`src/rtl/card_dealer_if.sv`:
```
// Request/response bundle between the game FSM (master) and the card dealer (slave).
interface card_dealer_if;
  logic [31:0] randnum;
  logic        shuffle;
  logic        deal_req;
  logic        deal_valid;
  logic [5:0]  card;
  logic [3:0]  rank;
  logic [1:0]  suit;
  logic [5:0]  cards_left;
  logic        deck_empty;
  logic        busy;
  logic        deal_err;

  modport master (
    output randnum, shuffle, deal_req,
    input  deal_valid, card, rank, suit, cards_left, deck_empty, busy, deal_err
  );

  modport slave (
    input  randnum, shuffle, deal_req,
    output deal_valid, card, rank, suit, cards_left, deck_empty, busy, deal_err
  );
endinterface

```
`src/rtl/card_dealer.sv`:
```
// Deals unique cards from a 52-card deck: folds a random seed to 0..51, then
// probes forward one slot per clock past cards already dealt.
module card_dealer #(
  parameter int unsigned RAND_LSB     = 0,
  parameter bit          AUTO_SHUFFLE = 1'b0
) (
  input  logic         clk,
  input  logic         rst_n,
  card_dealer_if.slave bus
);

  typedef enum logic {IDLE, PROBE} state_t;

  state_t      r_state, w_state_nxt;
  logic [51:0] r_dealt, w_dealt_nxt;
  logic [5:0]  r_ptr, w_ptr_nxt;
  logic [5:0]  r_card, w_card_nxt;
  logic [3:0]  r_rank, w_rank_nxt;
  logic [1:0]  r_suit, w_suit_nxt;
  logic [5:0]  r_left, w_left_nxt;
  logic        r_valid, w_valid_nxt;
  logic        r_err, w_err_nxt;
  logic        r_empty, w_empty_nxt;
  logic        r_busy, w_busy_nxt;
  logic [5:0]  w_seed;
  logic [5:0]  w_fold;

  assign w_seed = bus.randnum[RAND_LSB +: 6];
  assign w_fold = (w_seed >= 6'd52) ? (w_seed - 6'd52) : w_seed;

  // Rank/suit by range compare and constant subtract instead of a divider.
  function automatic logic [5:0] f_rank_suit(input logic [5:0] idx);
    logic [1:0] suit;
    logic [5:0] base;
    logic [5:0] rank_w;
    if (idx < 6'd13) begin
      suit = 2'd0; base = 6'd0;
    end else if (idx < 6'd26) begin
      suit = 2'd1; base = 6'd13;
    end else if (idx < 6'd39) begin
      suit = 2'd2; base = 6'd26;
    end else begin
      suit = 2'd3; base = 6'd39;
    end
    rank_w = idx - base + 6'd1;
    return {rank_w[3:0], suit};
  endfunction

  always_comb begin
    w_state_nxt = r_state;
    w_dealt_nxt = r_dealt;
    w_ptr_nxt   = r_ptr;
    w_card_nxt  = r_card;
    w_rank_nxt  = r_rank;
    w_suit_nxt  = r_suit;
    w_left_nxt  = r_left;
    w_valid_nxt = 1'b0;
    w_err_nxt   = 1'b0;
    if (bus.shuffle) begin
      w_dealt_nxt = '0;
      w_left_nxt  = 6'd52;
      w_state_nxt = IDLE;
    end else begin
      case (r_state)
        IDLE: begin
          // r_valid blocks the request arriving in the same cycle as a dealt card.
          if (bus.deal_req && !r_valid) begin
            if (r_empty && !AUTO_SHUFFLE) begin
              w_err_nxt = 1'b1;
            end else begin
              if (r_empty) begin
                w_dealt_nxt = '0;
                w_left_nxt  = 6'd52;
              end
              w_ptr_nxt   = w_fold;
              w_state_nxt = PROBE;
            end
          end
        end
        PROBE: begin
          if (r_dealt[r_ptr]) begin
            w_ptr_nxt = (r_ptr == 6'd51) ? 6'd0 : (r_ptr + 6'd1);
          end else begin
            w_dealt_nxt[r_ptr]       = 1'b1;
            w_card_nxt               = r_ptr;
            {w_rank_nxt, w_suit_nxt} = f_rank_suit(r_ptr);
            if (r_left != 6'd0) begin
              w_left_nxt = r_left - 6'd1;
            end
            w_valid_nxt = 1'b1;
            w_state_nxt = IDLE;
          end
        end
      endcase
    end
    w_empty_nxt = (w_left_nxt == 6'd0);
    w_busy_nxt  = (w_state_nxt == PROBE);
  end

  always_ff @(posedge clk or negedge rst_n) begin
    if (!rst_n) begin
      r_state <= IDLE;
      r_dealt <= '0;
      r_ptr   <= '0;
      r_card  <= '0;
      r_rank  <= '0;
      r_suit  <= '0;
      r_left  <= 6'd52;
      r_valid <= 1'b0;
      r_err   <= 1'b0;
      r_empty <= 1'b0;
      r_busy  <= 1'b0;
    end else begin
      r_state <= w_state_nxt;
      r_dealt <= w_dealt_nxt;
      r_ptr   <= w_ptr_nxt;
      r_card  <= w_card_nxt;
      r_rank  <= w_rank_nxt;
      r_suit  <= w_suit_nxt;
      r_left  <= w_left_nxt;
      r_valid <= w_valid_nxt;
      r_err   <= w_err_nxt;
      r_empty <= w_empty_nxt;
      r_busy  <= w_busy_nxt;
    end
  end

  assign bus.deal_valid = r_valid;
  assign bus.card       = r_card;
  assign bus.rank       = r_rank;
  assign bus.suit       = r_suit;
  assign bus.cards_left = r_left;
  assign bus.deck_empty = r_empty;
  assign bus.busy       = r_busy;
  assign bus.deal_err   = r_err;

endmodule
```
`src/flat_wrapper.sv`:
```
// flat-port wrapper written by rule: the top's interface ports become plain ports
module card_dealer_flat 
#(
  parameter int unsigned RAND_LSB     = 0,
  parameter bit          AUTO_SHUFFLE = 1'b0
)
  (clk, rst_n, bus_randnum, bus_shuffle, bus_deal_req, bus_deal_valid, bus_card, bus_rank, bus_suit, bus_cards_left, bus_deck_empty, bus_busy, bus_deal_err);
  card_dealer_if bus_i ();
  input  logic clk;
  input  logic rst_n;
  input wire logic [$bits(bus_i.randnum)-1:0] bus_randnum;
  input wire logic [$bits(bus_i.shuffle)-1:0] bus_shuffle;
  input wire logic [$bits(bus_i.deal_req)-1:0] bus_deal_req;
  output wire logic [$bits(bus_i.deal_valid)-1:0] bus_deal_valid;
  output wire logic [$bits(bus_i.card)-1:0] bus_card;
  output wire logic [$bits(bus_i.rank)-1:0] bus_rank;
  output wire logic [$bits(bus_i.suit)-1:0] bus_suit;
  output wire logic [$bits(bus_i.cards_left)-1:0] bus_cards_left;
  output wire logic [$bits(bus_i.deck_empty)-1:0] bus_deck_empty;
  output wire logic [$bits(bus_i.busy)-1:0] bus_busy;
  output wire logic [$bits(bus_i.deal_err)-1:0] bus_deal_err;
  assign bus_i.randnum = bus_randnum;
  assign bus_i.shuffle = bus_shuffle;
  assign bus_i.deal_req = bus_deal_req;
  assign bus_deal_valid = bus_i.deal_valid;
  assign bus_card = bus_i.card;
  assign bus_rank = bus_i.rank;
  assign bus_suit = bus_i.suit;
  assign bus_cards_left = bus_i.cards_left;
  assign bus_deck_empty = bus_i.deck_empty;
  assign bus_busy = bus_i.busy;
  assign bus_deal_err = bus_i.deal_err;
  card_dealer #(.RAND_LSB(RAND_LSB), .AUTO_SHUFFLE(AUTO_SHUFFLE)) u_core (.clk(clk), .rst_n(rst_n), .bus(bus_i));
endmodule
```
`config.mk`:
```
export PLATFORM = sky130hd
export DESIGN_NAME = card_dealer_flat
export DESIGN_NICKNAME = d
export VERILOG_FILES = /design/src/rtl/card_dealer_if.sv /design/src/rtl/card_dealer.sv /design/src/flat_wrapper.sv
export SDC_FILE = /design/constraint.sdc
export NUM_CORES = 1
export LEC_CHECK = 0
export ABC_AREA = 0
export CORE_UTILIZATION = 35
export DETAILED_ROUTE_END_ITERATION = 7
export GPL_ROUTABILITY_DRIVEN = 0
export PLACE_DENSITY_LB_ADDON = 0.15
export SETUP_SLACK_MARGIN = 0.1
export SLEW_MARGIN = 20
export SYNTH_ARGS = -nofsm -noshare
export SYNTH_HDL_FRONTEND = slang
export SYNTH_SLANG_ARGS = --single-unit
```
`constraint.sdc`:
```
create_clock -name clk -period 4.4 [get_ports clk]
set_clock_uncertainty 0.05 [all_clocks]
set_input_delay 0.66 -clock clk [delete_from_list [all_inputs] [get_ports clk]]
set_output_delay 0.66 -clock clk [all_outputs]
set_load 0.005 [all_outputs]
```
==> metrics.txt <==
CTS tree=yes; share of layout cells above drive strength 1=9.234%; dpl hpwl=7089 um; final setup fails=0; Primary FF master, synth=dfrtp_1; RR Endpoint=u_core.bus.deck_empty; vias after detailed routing=3284; initial antenna violation count=0; Worst Hold Slack=0.3029 ns; outcome=completed; Core Region=11960 um2; pin count of the biggest net entering global routing=81; num ports=58; crit end category=register; clock latency on the worst-skew pair=0.35 ns; Comb pwr share=41.6%; Slew Viols, Final=0; Via density=5.557; Synth Warn #=0; die width=112.6 um; Fin. Hold Viols=0; Max Cap Violations=0; Rel. slew slack=44.01%; drt pass-1 iters=4; #FFs+latches synth=80; Power Internal=1.832 mW; DRT Wirelength=10930 um; Synth area leader=dfrtp_1; Clock transition at path regs=0.06 ns; ranking of synthesized cells by area=dfrtp_1, o21a_1, nor3_1; row count=40; clk root buf=clkbuf_16; Layout area overhead=16.43%; Syn Area/Cell=10.14 um2; crit share post-route=83.50%; Peak VDD IR=0.0003132 V; post-CTS setup buffer count=0; area share of the largest cell type after synthesis=45.03%; Pwr Total=3.051 mW; CP max-delay cell=or4_1; Clock power frac=25.0%; commonest cells after routing, fill and taps aside=dfrtp_1, o21a_1, nor3_1; Total GRT Usage=18.84%; Starting Density=35.77%; hold buffers post-CTS=0; internal reg-to-reg setup slack=0.73 ns; CP Data Arrival Time=3.85 ns; worst hold path class=input pin to async pin; Post-synth ARST share=100.0%; Reg power frac=33.5%; drt drc=0; number of global-route vias before repair=3414; Longest Clk Path Bufs=2; PwrDens=612.4 nW/um2; FMAX=272.2 MHz; Port Buffers=31; initial DRC count=131; die area=12670 um2; post-route ant nets=0; Gate Count Post-Synth=422; Synth Net Count=469; slowest stage delay, CP=0.72 ns; commonest non-fill, non-tap cell in the layout=dfrtp_1; Crit Path Category=register to register; WP buf/inv=1; H-tree depth=3; r2r startpoint=u_core.r_ptr[0]; nets=486; FF-to-FF path depth=8; Tightest Pin Transition=0.8399 ns; Tmin final=3.674 ns; ant diodes=0; CTS buffer count=9; LEAKAGE=2.045 nW; critical path's most frequent cell=nor4_1; unrepaired setup endpoints after global routing=no; first-pass GRT wire length=18200 um; CP delay by family, top=simple AND/OR/NAND/NOR gates; Filler cells=1180; Die Height=112.6 um; Sw Pwr=1.219 mW; synth unique cells=55; EDFF count, synth=0; Wirelength per Cell=18.49 um; crit start category=register; critical-path cell list=buf_4 -> nor2b_1 -> a2111oi_0 -> nor4_1 -> or4_1 -> nor3_1 -> mux2_2 -> nor4_1; Net Sw Frac=39.95%; Critical Path RT=4.58 ns; Setup TNS Final=0 ns; sequential share of the synthesized area=46.87%; Crit Path Max Fanout=34; cell area after synthesis=4279 um2; grt total ovfl=0; Post-CTS Resized=0; Sink Count=80
==> through the flow <==
stage / worst slack (ns) / instance area, um2 / util (%) / std cells
6_report: 0.7261 / 4982 / 41.65 / 591
2_1_floorplan: 1.133 / 4279 / - / 422
3_3_place_gp: 0.7121 / 4679 / 39.12 / 575
5_1_grt: 0.4660 / 4982 / 41.65 / 591
4_1_cts: 0.6457 / 4979 / 41.62 / 591
3_5_place_dp: 0.6707 / 4679 / 39.12 / 575
==> synthesized netlist by cell type, types with 3 or more instances <==
cell,count
dfrtp_1,77
nor2b_1,12
a22oi_1,3
mux2_2,9
buf_2,7
mux2_1,3
nand2_1,25
or3_1,3
a21oi_1,9
ha_1,10
o21ai_0,11
a22o_1,4
mux4_2,4
o21a_1,52
dfstp_2,3
inv_1,15
nor3_1,46
nand3_1,3
nor2_1,15
clkbuf_1,21
xnor2_1,4
o211ai_1,3
mux2i_1,12
nor4_1,11
or4_1,4
a211oi_1,5
a31oi_1,3
nand2b_1,8
nor3b_1,4
==> worst max-delay path by stage <==
stage	startpoint	endpoint	cells after the start
floorplan	u_core.r_ptr[0]	u_core.bus.rank[3]	17
global placement	u_core.r_ptr[0]	u_core.bus.deck_empty	8
detailed placement	u_core.r_ptr[0]	u_core.bus.deck_empty	8
CTS	u_core.r_ptr[0]	u_core.bus.deck_empty	8
finish	u_core.r_ptr[0]	u_core.bus.deck_empty	8
global route	u_core.r_ptr[0]	u_core.bus.deck_empty	8
==> layout make-up <==
class                           count  area (um2)  area share (%)
Clock buffer                       12       246.5           4.947
Clock inverter                      4       52.55           1.055
Inverter                           15       56.30           1.130
Multi-Input combinational cell    294        2066           41.46
Sequential cell                    80        2006           40.26
Tap cell                          147       183.9           3.692
Timing Repair Buffer               39       371.6           7.459
==> layer usage <==
layer | global-route usage [%] | part of all wire, % | vias to the layer above | wire length [um]
met4 | 4.711 | 0.88 | 0 | 96
met1 | 25.24 | 48 | 1639 | 5237
met2 | 30.04 | 47 | 56 | 5083
met5 | 0 | 0 | - | 0
met3 | 5.346 | 4.7 | 7 | 509
li1 | - | - | 1582 | -
==> kinds of logic (layout without fill, tap and decap cells) <==
group                    after synthesis  after routing  synth area share (%)
XOR/XNOR                               5              5                 1.023
buffers and inverters                 48             70                 4.854
adder cells (fa/ha/maj)               11             11                 3.392
AO/OA/AOI/OAI                        107            107                 18.01
multiplexers                          28             28                 8.070
AND/OR/NAND/NOR                      143            143                 17.78
flip-flops                            80             80                 46.87
==> registers in the layout (all words and copies together), names as in the netlist <==
register,flops
u_core.bus.card,6
u_core.bus.cards_left,6
u_core.bus.deal_err,1
u_core.bus.deal_valid,1
u_core.bus.deck_empty,1
u_core.bus.rank,4
u_core.bus.suit,2
u_core.r_dealt,52
u_core.r_ptr,6
u_core.r_state,1
==> power groups by stage <==
stage / Combinational (mW) / Sequential (mW) / Clock, mW
after global routing: 1.41 / 1.05 / 0.810
after detailed placement: 1.27 / 1.04 / 0
after CTS: 1.28 / 1.02 / 0.782
final: 1.27 / 1.02 / 0.761
after floorplan: 0.919 / 0.932 / 0
after global placement: 1.27 / 1.03 / 0
Power figures use the tool's default switching activity.
